--- config.mk ---
export PLATFORM = sky130hd
export DESIGN_NAME = bcd_updown_counter
export DESIGN_NICKNAME = d
export VERILOG_FILES = /design/src/rtl/bcd_pkg.sv /design/src/rtl/bcd_digit.sv /design/src/rtl/bcd_updown_counter.sv
export SDC_FILE = /design/constraint.sdc
export NUM_CORES = 1
export LEC_CHECK = 0
export ABC_AREA = 1
export BUFFER_PORTS_ARGS = -buffer_cell sky130_fd_sc_hd__clkbuf_2
export CAP_MARGIN = 0
export CORE_MARGIN = 8
export CORE_UTILIZATION = 55
export CTS_CLUSTER_DIAMETER = 120
export DETAILED_ROUTE_END_ITERATION = 8
export HOLD_SLACK_MARGIN = 0.12
export PLACE_DENSITY_LB_ADDON = 0.05
export SYNTH_ARGS = -nofsm -noshare
export SYNTH_HDL_FRONTEND = slang
export SYNTH_HIERARCHICAL = 1
export SYNTH_SLANG_ARGS = --single-unit
--- constraint.sdc ---
create_clock -name clk -period 3.6 [get_ports clk]
set_clock_uncertainty 0.2 [all_clocks]
set_input_delay 0.72 -clock clk [delete_from_list [all_inputs] [get_ports clk]]
set_output_delay 0.72 -clock clk [all_outputs]
set_load 0.02 [all_outputs]
--- src/rtl/bcd_pkg.sv ---
// Shared BCD constants and the limit-clamp helper for the cascaded up/down counter.
package bcd_pkg;

    localparam int BCD_W = 4;
    localparam logic [BCD_W-1:0] BCD_ZERO = 4'd0;
    localparam logic [BCD_W-1:0] BCD_NINE = 4'd9;

    typedef enum logic {
        DIR_DOWN = 1'b0,
        DIR_UP   = 1'b1
    } dir_e;

    // Limit codes 10..15 are not BCD; they behave as 9.
    function automatic logic [BCD_W-1:0] clamp_limit(input logic [BCD_W-1:0] lim);
        return (lim > BCD_NINE) ? BCD_NINE : lim;
    endfunction

endpackage

--- src/rtl/bcd_digit.sv ---
// One BCD digit of the counter: holds its value, steps when step_in is high and
// reports a wrap to the next digit.
module bcd_digit
    import bcd_pkg::*;
(
    input  logic             clk,
    input  logic             rst_n,
    input  logic             step_in,
    input  logic             up,
    input  logic [BCD_W-1:0] limit,
    input  logic             load,
    input  logic [BCD_W-1:0] init,
    output logic [BCD_W-1:0] value,
    output logic             wrap_out
);

    logic [BCD_W-1:0] lim_c;
    logic [BCD_W-1:0] next_value;
    logic             at_edge;

    // Non-BCD stored digits (above 9) still satisfy ">= limit", so they wrap to 0 going up.
    always_comb begin
        lim_c      = clamp_limit(limit);
        next_value = value;
        at_edge    = 1'b0;
        if (dir_e'(up) == DIR_UP) begin
            at_edge    = (value >= lim_c);
            next_value = at_edge ? BCD_ZERO : value + 4'd1;
        end else begin
            at_edge    = (value == BCD_ZERO);
            next_value = at_edge ? lim_c : value - 4'd1;
        end
    end

    assign wrap_out = step_in & at_edge;

    // NOTE: reset reloads init rather than zero, so the reset value follows init_value at that edge.
    always_ff @(posedge clk) begin
        if (!rst_n || load) begin
            value <= init;
        end else if (step_in) begin
            value <= next_value;
        end
    end

endmodule

--- src/rtl/bcd_updown_counter.sv ---
// Cascaded NUM_DIGITS BCD up/down counter with per-digit limits and a wrap pulse.
// Optional auto-stop at zero when counting down: define BCD_COUNTER_AUTOSTOP_EN.
module bcd_updown_counter
    import bcd_pkg::*;
#(
    parameter int NUM_DIGITS = 4
) (
    input  logic                        clk,
    input  logic                        rst_n,
    input  logic                        en,
    input  logic                        tick,
    input  logic                        up,
    input  logic                        load,
    input  logic [BCD_W*NUM_DIGITS-1:0] init_value,
    input  logic [BCD_W*NUM_DIGITS-1:0] limit,
    output logic [BCD_W*NUM_DIGITS-1:0] value,
    output logic                        wrap,
    output logic                        is_zero,
    output logic                        done
);

    logic [NUM_DIGITS:0] carry;
    logic                step;
    logic                step_en;
    logic                done_q;

    assign step    = en & tick & ~load;
    assign is_zero = (value == '0);

`ifdef BCD_COUNTER_AUTOSTOP_EN
    logic stop_hit;

    // A down step from all-zero parks the counter instead of wrapping.
    assign stop_hit = step & ~done_q & ~up & is_zero;
    assign step_en  = step & ~done_q & ~stop_hit;

    always_ff @(posedge clk) begin
        if (!rst_n || load) begin
            done_q <= 1'b0;
        end else if (stop_hit) begin
            done_q <= 1'b1;
        end
    end
`else
    assign step_en = step;
    assign done_q  = 1'b0;
`endif

    assign done     = done_q;
    assign carry[0] = step_en;

    for (genvar i = 0; i < NUM_DIGITS; i++) begin : g_digit
        bcd_digit u_digit (
            .clk      (clk),
            .rst_n    (rst_n),
            .step_in  (carry[i]),
            .up       (up),
            .limit    (limit[i*BCD_W +: BCD_W]),
            .load     (load),
            .init     (init_value[i*BCD_W +: BCD_W]),
            .value    (value[i*BCD_W +: BCD_W]),
            .wrap_out (carry[i+1])
        );
    end

    // Carry out of the top digit means every digit wrapped on this step.
    always_ff @(posedge clk) begin
        if (!rst_n || load) begin
            wrap <= 1'b0;
        end else begin
            wrap <= carry[NUM_DIGITS];
        end
    end

endmodule

[Word-level counts from Yosys, hierarchy flattened]
Cells that the tools add are included.
Storage, ports and cells
  output and inout bits: 19
  memories kept: 0
  bits of input ports: 38
  logic and storage cells: 67
  flip-flop bits (word level): 17
  latch bits: 0
  memory bits (writable): 0
  memory bits (read-only): 0
Cells by class
  multipliers: 0
  shift operators: 0
  bitwise logic cells: 7
  divide/modulo/power cells: 0
  mux-type cells: 28
  add/subtract/negate cells: 8
  magnitude comparators: 8
  reductions and logical operators: 11
  equality and inequality tests: 0
Operators by type and width (count)
  $mux 4: 24
  $add 4x1->4 const B: 4
  $ge 4x4->1: 4
  $gt 4x4->1 const B: 4
  $logic_not 16->1: 1
  $logic_not 4->1: 4
  $sub 4x1->4 const B: 4
  $reduce_bool 2->1: 4
  $and 1x1->1: 6
  $mux 1: 4
  $logic_not 1->1: 1
  $logic_or 1x1->1: 1
  $not 1->1: 1

[Longest topological paths before layout]
Gate-level depths: netlist of the first run.
  depth in word-level cells: 9
  mapped depth: 17
  depth with buffers taken out: 17

[Cells and area by module]
Netlist of the first run, hierarchy kept.
By module, submodules not included
  bcd_digit: area an instance 569.3 um^2, seq. area each 120.1 um^2, cells each 88, times used 4
  bcd_updown_counter: area an instance 150.1 um^2, seq. area each 20.0 um^2, cells each 34, times used 1

[Least setup slack after synthesis of the first run]
OpenSTA, ideal clock, no wires.
  path kind: input port to flip-flop
  start point: input limit[2]
  end point: register g_digit[3].u_digit.value[0], enable pin
  required time: 3093 ps
  path buffers: 0
  setup slack: 768 ps
  arrival: 2324 ps
  stages on the path: 15
  library setup time: 307 ps
  cells stage by stage: o21ai_2 -> nand2_1 -> ha_1 -> inv_1 -> nand2_1 -> nand2_1 -> nand2_1 -> nand2_1 -> a211oi_2 -> inv_1 -> a211oi_2 -> inv_1 -> a211oi_2 -> inv_1 -> nand2_1
On the way
  cells in the longest elaborated chain, start to end: 8
RTL lines
  start: declaration: line bcd_updown_counter.sv:15  | input logic [BCD_W*NUM_DIGITS-1:0] limit,
  $gt 4x4->1: line bcd_pkg.sv:15  | return (lim > BCD_NINE) ? BCD_NINE : lim;
  $mux 4 (*): line bcd_pkg.sv:15
  $ge 4x4->1 (*): line bcd_digit.sv:27  | at_edge = (value >= lim_c);
  $mux 1 (*): line bcd_digit.sv:26  | if (dir_e'(up) == DIR_UP) begin
  $and 1x1->1 (*): line bcd_digit.sv:35  | assign wrap_out = step_in & at_edge;
  via carry[1]: line bcd_updown_counter.sv:22  | logic [NUM_DIGITS:0] carry;
  $and 1x1->1 (*): line bcd_digit.sv:35
  via carry[2]: line bcd_updown_counter.sv:22
  $and 1x1->1 (*): line bcd_digit.sv:35
  via carry[3]: line bcd_updown_counter.sv:22
  $reduce_bool 2->1 (no line) (*)
  end signal: assignment: line bcd_digit.sv:40  | value <= init;
  end signal: assignment: line bcd_digit.sv:42  | value <= next_value;
  end: declaration: line bcd_digit.sv:13  | output logic [BCD_W-1:0] value,
Mark *: on every way through the listed nets, which the timed path passes. The rest lies on a longest branch.
A chain may end at the register's enable or synchronous reset.

[Worst setup path in the final report of the first run]
  start point: input limit[2]
  end point: register g_digit[3].u_digit.value[3], enable pin
The elaborated chain is that of the path after synthesis.

==> out/metrics.cfg, run 1 <==
[floorplanning]
die_w_um = 82.4
num_rows = 24
start_util = 0.565
dieArea_mm2 = 0.00679
coreArea_mm2 = 0.00429
io_pins = 57
die_y_um = 82.4

[layout]
multi_input_area_mm2 = 0.00160
n_antenna_cell = 0
layout.nets = 505
drive_above_1_share = 0.226
fillers = 444
areaGrowthSynthToFinish_pct = 14.3
stdcell_area_mm2 = 0.00278
register_area_um2 = 500

[clocking]
clkTransAtPathRegs_ns = 0.06
root_buffer = clkbuf_8
cts_hold_buf = 0
clk_latency_ns = 0.25
cts_tree = built
cts_setup_buffers = 0
cts_sinks = 17
cts_resized = 0
ctsHtreeMaxLevel = 1
cts_buffer_depth = 2
cts_inserted_buffers = 3

[detailed_routing]
wirelength_um = 5330
wl_per_cell_um = 10.8
met2_wirelength_um = 2450
antenna_left = 0
firstDrtPassIters = 4
vias = 2372
drt_iter0_drc = 69
met1_length_um = 2490
wl_met3_um = 364
vias_per_cell = 4.80
routed.top_layer = met4
drcViolationCount = 0

[synth]
synth_nets = 448
ys_seq_area_frac = 0.206
synth_warnings = 6
async_flop_share = 0
synth_top_cell_by_area = nand2_1
yosysMostFrequentCell = nand2_1
ys_top_cells_by_count = nand2_1, inv_1, nand3_1
netlist_instances = 386
synth.cell_area_mm2 = 0.00243
ys_seq_elements = 17
ys.flop_type = edfxtp_1
synth_edf_count = 16
ys_types = 21
synth.avg_cell_area_um2 = 6.29
netlist.area_leader.share = 0.263
ys_top_cells_by_area = nand2_1, edfxtp_1, ha_1

[flow_run]
cap_violations = 0

[grt]
grt.overflow.total = 0
grt_max_degree = 17
track_usage = 0.165
first_global_vias = 2135
grt_pass1_wl_um = 9270
grt_antenna_before_repair = 0

[worst_setup_path]
worstSetupPathType = primary input to flop
path_max_fanout = 5
cp-start-kind = primary input
setup.worst_path.end_class = flop
r2r_slack_ns = 0.86
cp.required_ns = 3.35
crit_arrival_ns = 2.65

[timing]
fin_crit_sh = 0.805
maxSlewViolCount = 0
fmax_ghz = 0.345
setup_violations = 0
fin_tns_setup_ns = 0
hold_viol_final = 0
fin_crit_ns = 2.90
rsz0062_at_grt = no

[power]
p_int_uw = 461
p_sw_frac = 0.421
p_sw_uw = 336
clock_power_share = 0.177
ir_drop_uv = 174
combPwrFrac = 0.458
seqPwrFrac = 0.365
p_leak_uw = 0.00165
powerDensity_mw_per_mm2 = 287

[worst_hold_path]
hp-class = primary input to flop

[placed_design]
dp_hpwl_um = 4490
portBuffers = 55
gp_congestion = 0.797
placed_cell_area_mm2 = 0.00273

[outcome]
outcome = complete, no violations

-- layer usage --
metal,up-vias,track usage
met4,0,0.0404
met2,51,0.269
met3,2,0.0281
li1,1300,-
met1,1019,0.221
met5,-,0
-- final timing paths --
kind	endpoint	start	cells after the start
worst min-delay path	wrap	rst_n	3
worst min register to register	g_digit[1].u_digit/value[0]	g_digit[1].u_digit/value[0]	5
worst max-delay path	g_digit[3].u_digit/value[3]	limit[2]	16
worst max register to register	g_digit[3].u_digit/value[3]	g_digit[0].u_digit/value[0]	14
-- kinds of logic after synthesis --
kind of cell | after synthesis | share of synthesized area
compound gates | 16 | 0.0515
xor+xnor | 4 | 0.0144
fa+ha+maj | 24 | 0.124
buf+inv | 77 | 0.133
flops | 17 | 0.206
other cells | 1 | 0.00154
simple gates | 247 | 0.470
-- cell type report --
cell class	count	share of cell area
sequential	17	0.180
tap	52	0.0234
timing repair buffer	57	0.105
multi-input combinational	292	0.578
clock buffer	4	0.0162
inverter	72	0.0974
-- flip-flops by register name, summed over array words and instances (netlist names) --
register               flops
wrap                       1
g_digit.u_digit/value     16
-- metrics by stage --
stage / hold WS [ns] / setup WS, ns / instances / total power, uW / util
2_1_floorplan: 0.592 / 0.768 / 386 / 563 / -
3_3_place_gp: 0.693 / 0.529 / 490 / 655 / 0.636
3_5_place_dp: 0.703 / 0.411 / 490 / 662 / 0.636
4_1_cts: 0.524 / 0.669 / 494 / 806 / 0.646
5_1_grt: 0.547 / 0.497 / 494 / 876 / 0.646
6_report: 0.533 / 0.702 / 494 / 797 / 0.646
-- power groups by stage --
| stage | Sequential, uW | Clock, uW | Combinational [uW] |
|---|---|---|---|
| floorplan | 302 | 0 | 261 |
| global route | 297 | 156 | 423 |
| CTS | 291 | 147 | 369 |
| detailed placement | 295 | 0 | 367 |
| global placement | 295 | 0 | 361 |
| finish | 291 | 141 | 365 |
-- layout by cell type, fill, tap and decap left out, types with 2 or more instances in the layout --
cell type	count
nor2_1	12
inv_2	8
nor2_4	8
nor2_8	4
a21oi_1	8
nand2_2	4
nand2_1	170
buf_4	2
clkbuf_8	3
ha_1	24
clkbuf_2	55
nand3_1	36
inv_1	64
o21ai_2	4
nor2_2	8
edfxtp_1	16
a211oi_2	4
nand4_1	4
xor2_1	4
-- worst max-delay path, stage by stage --
cell and delay (ns):
clkbuf_2 0.10, o21ai_2 0.16, nand2_1 0.07, ha_1 0.27
inv_1 0.03, nand2_1 0.04, nand2_1 0.05, nand2_1 0.05
nand2_1 0.12, a211oi_2 0.21, inv_1 0.10, a211oi_2 0.19
inv_1 0.09, a211oi_2 0.20, inv_1 0.08, nand2_1 0.16
No activity file was read; power rests on OpenSTA's default activity.
==> run 2: changes to the inputs <==
==> constraint.sdc (replaced) <==
create_clock -name clk -period 3 [get_ports clk]
set_clock_uncertainty 0.2 [all_clocks]
set_input_delay 0.6 -clock clk [delete_from_list [all_inputs] [get_ports clk]]
set_output_delay 0.6 -clock clk [all_outputs]
set_load 0.02 [all_outputs]
==> run 2 against run 1 <==
Compared with the run above: first-iteration DRC count up 48%; sequential share of layout area down 0.24 points; sequential power up 17%; die area unchanged; hold slack worse by 0.12 ns; non-clock buffer count up 5; sequential cell count unchanged; critical endpoint is now g_digit[3].u_digit/value[0].
==> out/metrics.cfg, run 2 (synthesis results as in run 1) <==
[floorplanning]
dieArea_mm2 = 0.00679  ; unchanged
start_util = 0.565  ; unchanged
io_pins = 57  ; unchanged
num_rows = 24  ; unchanged
die_y_um = 82.4  ; unchanged
coreArea_mm2 = 0.00429  ; unchanged
die_w_um = 82.4  ; unchanged

[detailed_routing]
drt_iter0_drc = 102  ; +48%
wirelength_um = 5490  ; +2.9%
firstDrtPassIters = 4  ; unchanged
vias_per_cell = 4.86  ; +1.2%
antenna_left = 0  ; unchanged
vias = 2425  ; +2.2%
drcViolationCount = 0  ; unchanged
wl_per_cell_um = 11.0  ; +1.9%

[worst_setup_path]
r2r_start = g_digit[0].u_digit/value[1]
rr_endpoint = g_digit[3].u_digit/value[0]
setup.worst_path.end_class = flop
crit_arrival_ns = 2.45  ; -0.20 ns
cp-start-kind = primary input
r2r_cells = 11  ; -3
cp.required_ns = 2.75  ; -0.60 ns
worstSetupPathType = primary input to flop
path_max_fanout = 4  ; -1
r2r_slack_ns = 0.50  ; -0.36 ns

[timing]
maxSlewViolCount = 0  ; unchanged
setup_slack_ns = 0.304  ; -0.399 ns
fmax_ghz = 0.371
fin_tns_setup_ns = 0  ; unchanged
hold_viol_final = 0  ; unchanged
fin_crit_sh = 0.899
setup_violations = 0  ; unchanged
fin_crit_ns = 2.70
rsz0062_at_grt = no

[clocking]
ctsHtreeMaxLevel = 1  ; unchanged
clkTransAtPathRegs_ns = 0.07  ; about the same
cts_tree = built
cts_resized = 0  ; unchanged
cts_hold_buf = 0  ; unchanged
cts_inserted_buffers = 3  ; unchanged
cts_setup_buffers = 0  ; unchanged
root_buffer = clkbuf_8
clk_latency_ns = 0.25  ; about the same
cts_buffer_depth = 2  ; unchanged
cts_sinks = 17  ; unchanged

[power]
powerDensity_mw_per_mm2 = 344  ; +20%
ir_drop_uv = 283  ; +62%
p_leak_uw = 0.00168  ; +1.4%
power_uw = 967  ; +21%

[worst_hold_path]
whs_path_depth = 3  ; unchanged
holdPathEnd = wrap
hp-class = primary input to flop
hp-start = rst_n

[grt]
track_usage = 0.169  ; +0.00411
grt_pass1_wl_um = 9380  ; +1.2%
grt_max_degree = 16  ; -1
grt.overflow.total = 0  ; unchanged
first_global_vias = 2241  ; +5.0%
grt_antenna_before_repair = 0  ; unchanged

[layout]
fillers = 419  ; -5.6%
areaGrowthSynthToFinish_pct = 15.9
reg_top3 = g_digit.u_digit/value: 16 flops, wrap: 1 flops
n_antenna_cell = 0  ; unchanged
top_register = g_digit.u_digit/value
layout_commonest_cell = nand2_1
largest_register_ff_count = 16  ; unchanged
stdcell_area_mm2 = 0.00281  ; +1.4%
final_cell_mix = nand2_1, inv_1, clkbuf_2
layout.nets = 510  ; +0.99%
final_cell_count_no_fill = 499  ; +1.0%
drive_above_1_share = 0.235  ; +0.00865

[outcome]
outcome = complete, no violations

[placed_design]
dp_hpwl_um = 4660  ; +3.9%
dp_slack_ns = 0.0385  ; -0.372 ns
placed_cell_area_mm2 = 0.00277  ; +1.4%
portBuffers = 55  ; unchanged
gp_congestion = 0.865  ; +8.5%
place_inst = 495  ; +1.0%

[flow_run]
cap_violations = 0  ; unchanged

run 2: cell count changes in the layout (fill, tap and decap cells not counted):
cell / before / now
buf_4: 2 / 7
run 2: worst max-delay path by stage:
stage,start,endpoint,slack (ns),cells past startpoint
after floorplan,limit[2],g_digit[3].u_digit/value[0],0.29,15
final,limit[2],g_digit[3].u_digit/value[0],0.30,16
after CTS,limit[2],g_digit[3].u_digit/value[0],0.30,16
after detailed placement,limit[2],g_digit[3].u_digit/value[1],0.04,16
after global routing,limit[2],wrap,0.08,18
after global placement,limit[2],g_digit[3].u_digit/value[1],0.12,16
run 2: final cells by class:
| type | instances | area (um2) | share of cell area |
|---|---|---|---|
| Timing Repair Buffer | 62 | 328 | 0.117 |
| Tap cell | 52 | 65.1 | 0.0231 |
| Inverter | 72 | 270 | 0.0961 |
| Multi-Input combinational cell | 292 | 1600 | 0.570 |
| Sequential cell | 17 | 500 | 0.178 |
| Clock buffer | 4 | 45.0 | 0.0160 |
run 2: worst max-delay path, stage by stage:
cell and delay (ns):
clkbuf_2 0.10, o21ai_2 0.17, nand2_1 0.08, ha_1 0.27, inv_1 0.03, nand2_1 0.05, nand2_1 0.05, nand2_1 0.05
nand2_1 0.07, a211oi_2 0.17, inv_1 0.09, a211oi_2 0.19, inv_1 0.08, a211oi_2 0.20, inv_1 0.10, nand2_1 0.15
run 2: through the flow:
step | util | hold WS (ns)
floorplan | - | 0.472
global placement | 0.645 | 0.612
detailed placement | 0.645 | 0.656
CTS | 0.655 | 0.412
global route | 0.655 | 0.427
finish | 0.655 | 0.416
run 2: report_power, final:
part           leakage [uW]  internal (uW)  switching (uW)  total [uW]
Clock             0.0000228           94.1            73.0         167
Sequential         0.000175            291            48.9         340
Combinational       0.00148            178             282         460
run 2: metal layers:
metal,wire length (um),global-route usage
met5,0,0
met4,28,0.0421
met3,327,0.0271
met2,2560,0.285
met1,2580,0.219
==> run 3: changes to the inputs <==
--- a/config.mk
+++ b/config.mk
@@ -14,6 +14,7 @@
 export DETAILED_ROUTE_END_ITERATION = 8
 export HOLD_SLACK_MARGIN = 0.12
 export PLACE_DENSITY_LB_ADDON = 0.05
+export REMOVE_ABC_BUFFERS = 1
 export SYNTH_ARGS = -nofsm -noshare
 export SYNTH_HDL_FRONTEND = slang
 export SYNTH_HIERARCHICAL = 1
==> run 3 against run 2 <==
Compared with the run above: hold slack lost 0.0091 ns; via count grew 0.29%; clock power up 6%; sequential cell count unchanged; core utilization barely moved; wire length rose by 1.6%; critical path depth stayed put; die area stayed put; fmax decreased by 1.7%; first-iteration DRC count shrank 25%; combinational power about the same; critical path type unchanged.
==> out/metrics.cfg, run 3 (synthesis results as in run 1) <==
[detailed_routing]
routed.top_layer = met4
drcViolationCount = 0  ; unchanged
vias_per_cell = 4.87  ; +0.29%
drt_iter0_drc = 77  ; -25%
wl_met3_um = 349  ; +6.7%
firstDrtPassIters = 4  ; unchanged
met1_length_um = 2590  ; +0.31%
met2_wirelength_um = 2600  ; +1.6%
vias = 2432  ; +0.29%
antenna_left = 0  ; unchanged
wl_per_cell_um = 11.2  ; +1.6%
wirelength_um = 5580  ; +1.6%

[floorplanning]
num_rows = 24  ; unchanged
coreArea_mm2 = 0.00429  ; unchanged
dieArea_mm2 = 0.00679  ; unchanged
start_util = 0.565  ; unchanged
die_w_um = 82.4  ; unchanged
io_pins = 57  ; unchanged
die_y_um = 82.4  ; unchanged

[grt]
grt_pass1_wl_um = 9470  ; +1.0%
grt.overflow.total = 0  ; unchanged
track_usage = 0.173  ; +0.00392
first_global_vias = 2236  ; -0.22%
grt_antenna_before_repair = 0  ; unchanged
grt_max_degree = 17  ; +1

[layout]
top_register = g_digit.u_digit/value
n_antenna_cell = 0  ; unchanged
layout_commonest_cell = nand2_1
drive_above_1_share = 0.237  ; +0.00224
layout.nets = 510  ; unchanged
reg_top3 = g_digit.u_digit/value: 16 flops, wrap: 1 flops
fin_util = 0.655  ; about the same
largest_register_ff_count = 16  ; unchanged
fillers = 431  ; +2.9%
final_cell_count_no_fill = 499  ; unchanged
final_cell_mix = nand2_1, inv_1, clkbuf_2
stdcell_area_mm2 = 0.00281  ; about the same
areaGrowthSynthToFinish_pct = 15.9  ; about the same

[worst_setup_path]
crit_arrival_ns = 2.50  ; +0.05 ns
cp-start-kind = primary input
worstPathCellList = clkbuf_2, o21ai_2, nand2_1, ha_1, inv_1, nand2_1, nand2_1, nand2_1, nand2_1, a211oi_2, inv_1, a211oi_2, inv_1, a211oi_2, inv_1, nand2_1
critical_path.top_delay_family = compound AO/OA/AOI/OAI gates
r2r_cells = 11  ; unchanged
worstSetupPathType = primary input to flop
cp.required_ns = 2.76  ; about the same
rr_endpoint = g_digit[3].u_digit/value[2]
path_max_fanout = 4  ; unchanged
r2r_slack_ns = 0.42  ; -0.08 ns
setup.worst_path.end_class = flop
cp_common_cell = nand2_1
r2r_start = g_digit[0].u_digit/value[1]
cp_slowest_cell = ha_1
cp_slowest_stage_delay_ns = 0.28  ; about the same
crit_buf_inv = 5  ; unchanged

[clocking]
clkTransAtPathRegs_ns = 0.07  ; about the same
cts_hold_buf = 0  ; unchanged
clk_latency_ns = 0.26  ; about the same
ctsHtreeMaxLevel = 1  ; unchanged
cts_sinks = 17  ; unchanged
cts_buffer_depth = 2  ; unchanged
cts_tree = built
cts_resized = 0  ; unchanged
cts_inserted_buffers = 3  ; unchanged
cts_setup_buffers = 0  ; unchanged
root_buffer = clkbuf_8

[placed_design]
placed_cell_area_mm2 = 0.00277  ; unchanged
dp_hpwl_um = 4690  ; +0.56%
dp_slack_ns = -0.0302  ; -0.0687 ns
place_inst = 495  ; unchanged
gp_congestion = 0.914  ; +5.7%
portBuffers = 55  ; unchanged

[timing]
hold_viol_final = 0  ; unchanged
setup_slack_ns = 0.256  ; -0.0475 ns
fmax_ghz = 0.364  ; -1.7%
fin_crit_ns = 2.74  ; +0.0475 ns
setup_violations = 0  ; unchanged
maxSlewViolCount = 0  ; unchanged
rsz0062_at_grt = no
fin_crit_sh = 0.915  ; +0.0158

[power]
powerDensity_mw_per_mm2 = 348  ; +1.2%
ir_drop_uv = 297  ; +4.7%
p_leak_uw = 0.00168  ; +0.16%

[outcome]
outcome = complete, no violations

[worst_hold_path]
whs_path_depth = 3  ; unchanged
holdPathEnd = wrap
hp-class = primary input to flop
hp-start = rst_n

[flow_run]
cap_violations = 0  ; unchanged

run 3: worst register-to-register path, stage by stage (launching register included):
cell and delay (ns):
edfxtp_1 0.53, ha_1 0.34, nand2_1 0.05, nand2_1 0.05, nand2_1 0.08, a211oi_2 0.20, inv_1 0.09, a211oi_2 0.19
inv_1 0.08, a211oi_2 0.21, inv_1 0.09, nand2_1 0.17
run 3: through the flow:
step / power [uW] / hold WS, ns / TNS (ns)
final: 979 / 0.407 / 0
after global routing: 1070 / 0.408 / 0
after CTS: 988 / 0.400 / 0
after detailed placement: 809 / 0.650 / -0.120
after global placement: 798 / 0.638 / 0
after floorplan: 662 / 0.472 / 0
run 3: cell type report:
| type | count | area [um2] | area share |
|---|---|---|---|
| Timing Repair Buffer | 62 | 328 | 0.116 |
| Inverter | 72 | 270 | 0.0960 |
| Clock inverter | 1 | 5.00 | 0.00178 |
| Clock buffer | 3 | 41.3 | 0.0147 |
| Tap cell | 52 | 65.1 | 0.0231 |
| Sequential cell | 17 | 500 | 0.178 |
| Multi-Input combinational cell | 292 | 1600 | 0.570 |
run 3: worst max-delay path by stage:
stage | endpoint | cells after the start | from
floorplan | g_digit[3].u_digit/value[0] | 15 | limit[2]
global placement | g_digit[3].u_digit/value[0] | 16 | limit[2]
detailed placement | g_digit[3].u_digit/value[1] | 16 | limit[2]
CTS | g_digit[3].u_digit/value[2] | 16 | limit[2]
global route | g_digit[3].u_digit/value[2] | 16 | limit[2]
finish | g_digit[3].u_digit/value[2] | 16 | limit[2]
run 3: per-layer routing:
| metal | vias up | GRT usage |
|---|---|---|
| met5 | - | 0 |
| met4 | 0 | 0.0526 |
| met3 | 5 | 0.0314 |
| met2 | 51 | 0.283 |
| met1 | 1066 | 0.226 |
| li1 | 1310 | - |
run 3: power by group:
part           internal [uW]  total, uW  switching (uW)
Clock                   92.4        177            84.8
Sequential               291        340            48.6
Combinational            178        462             284
Total                    561        979             418
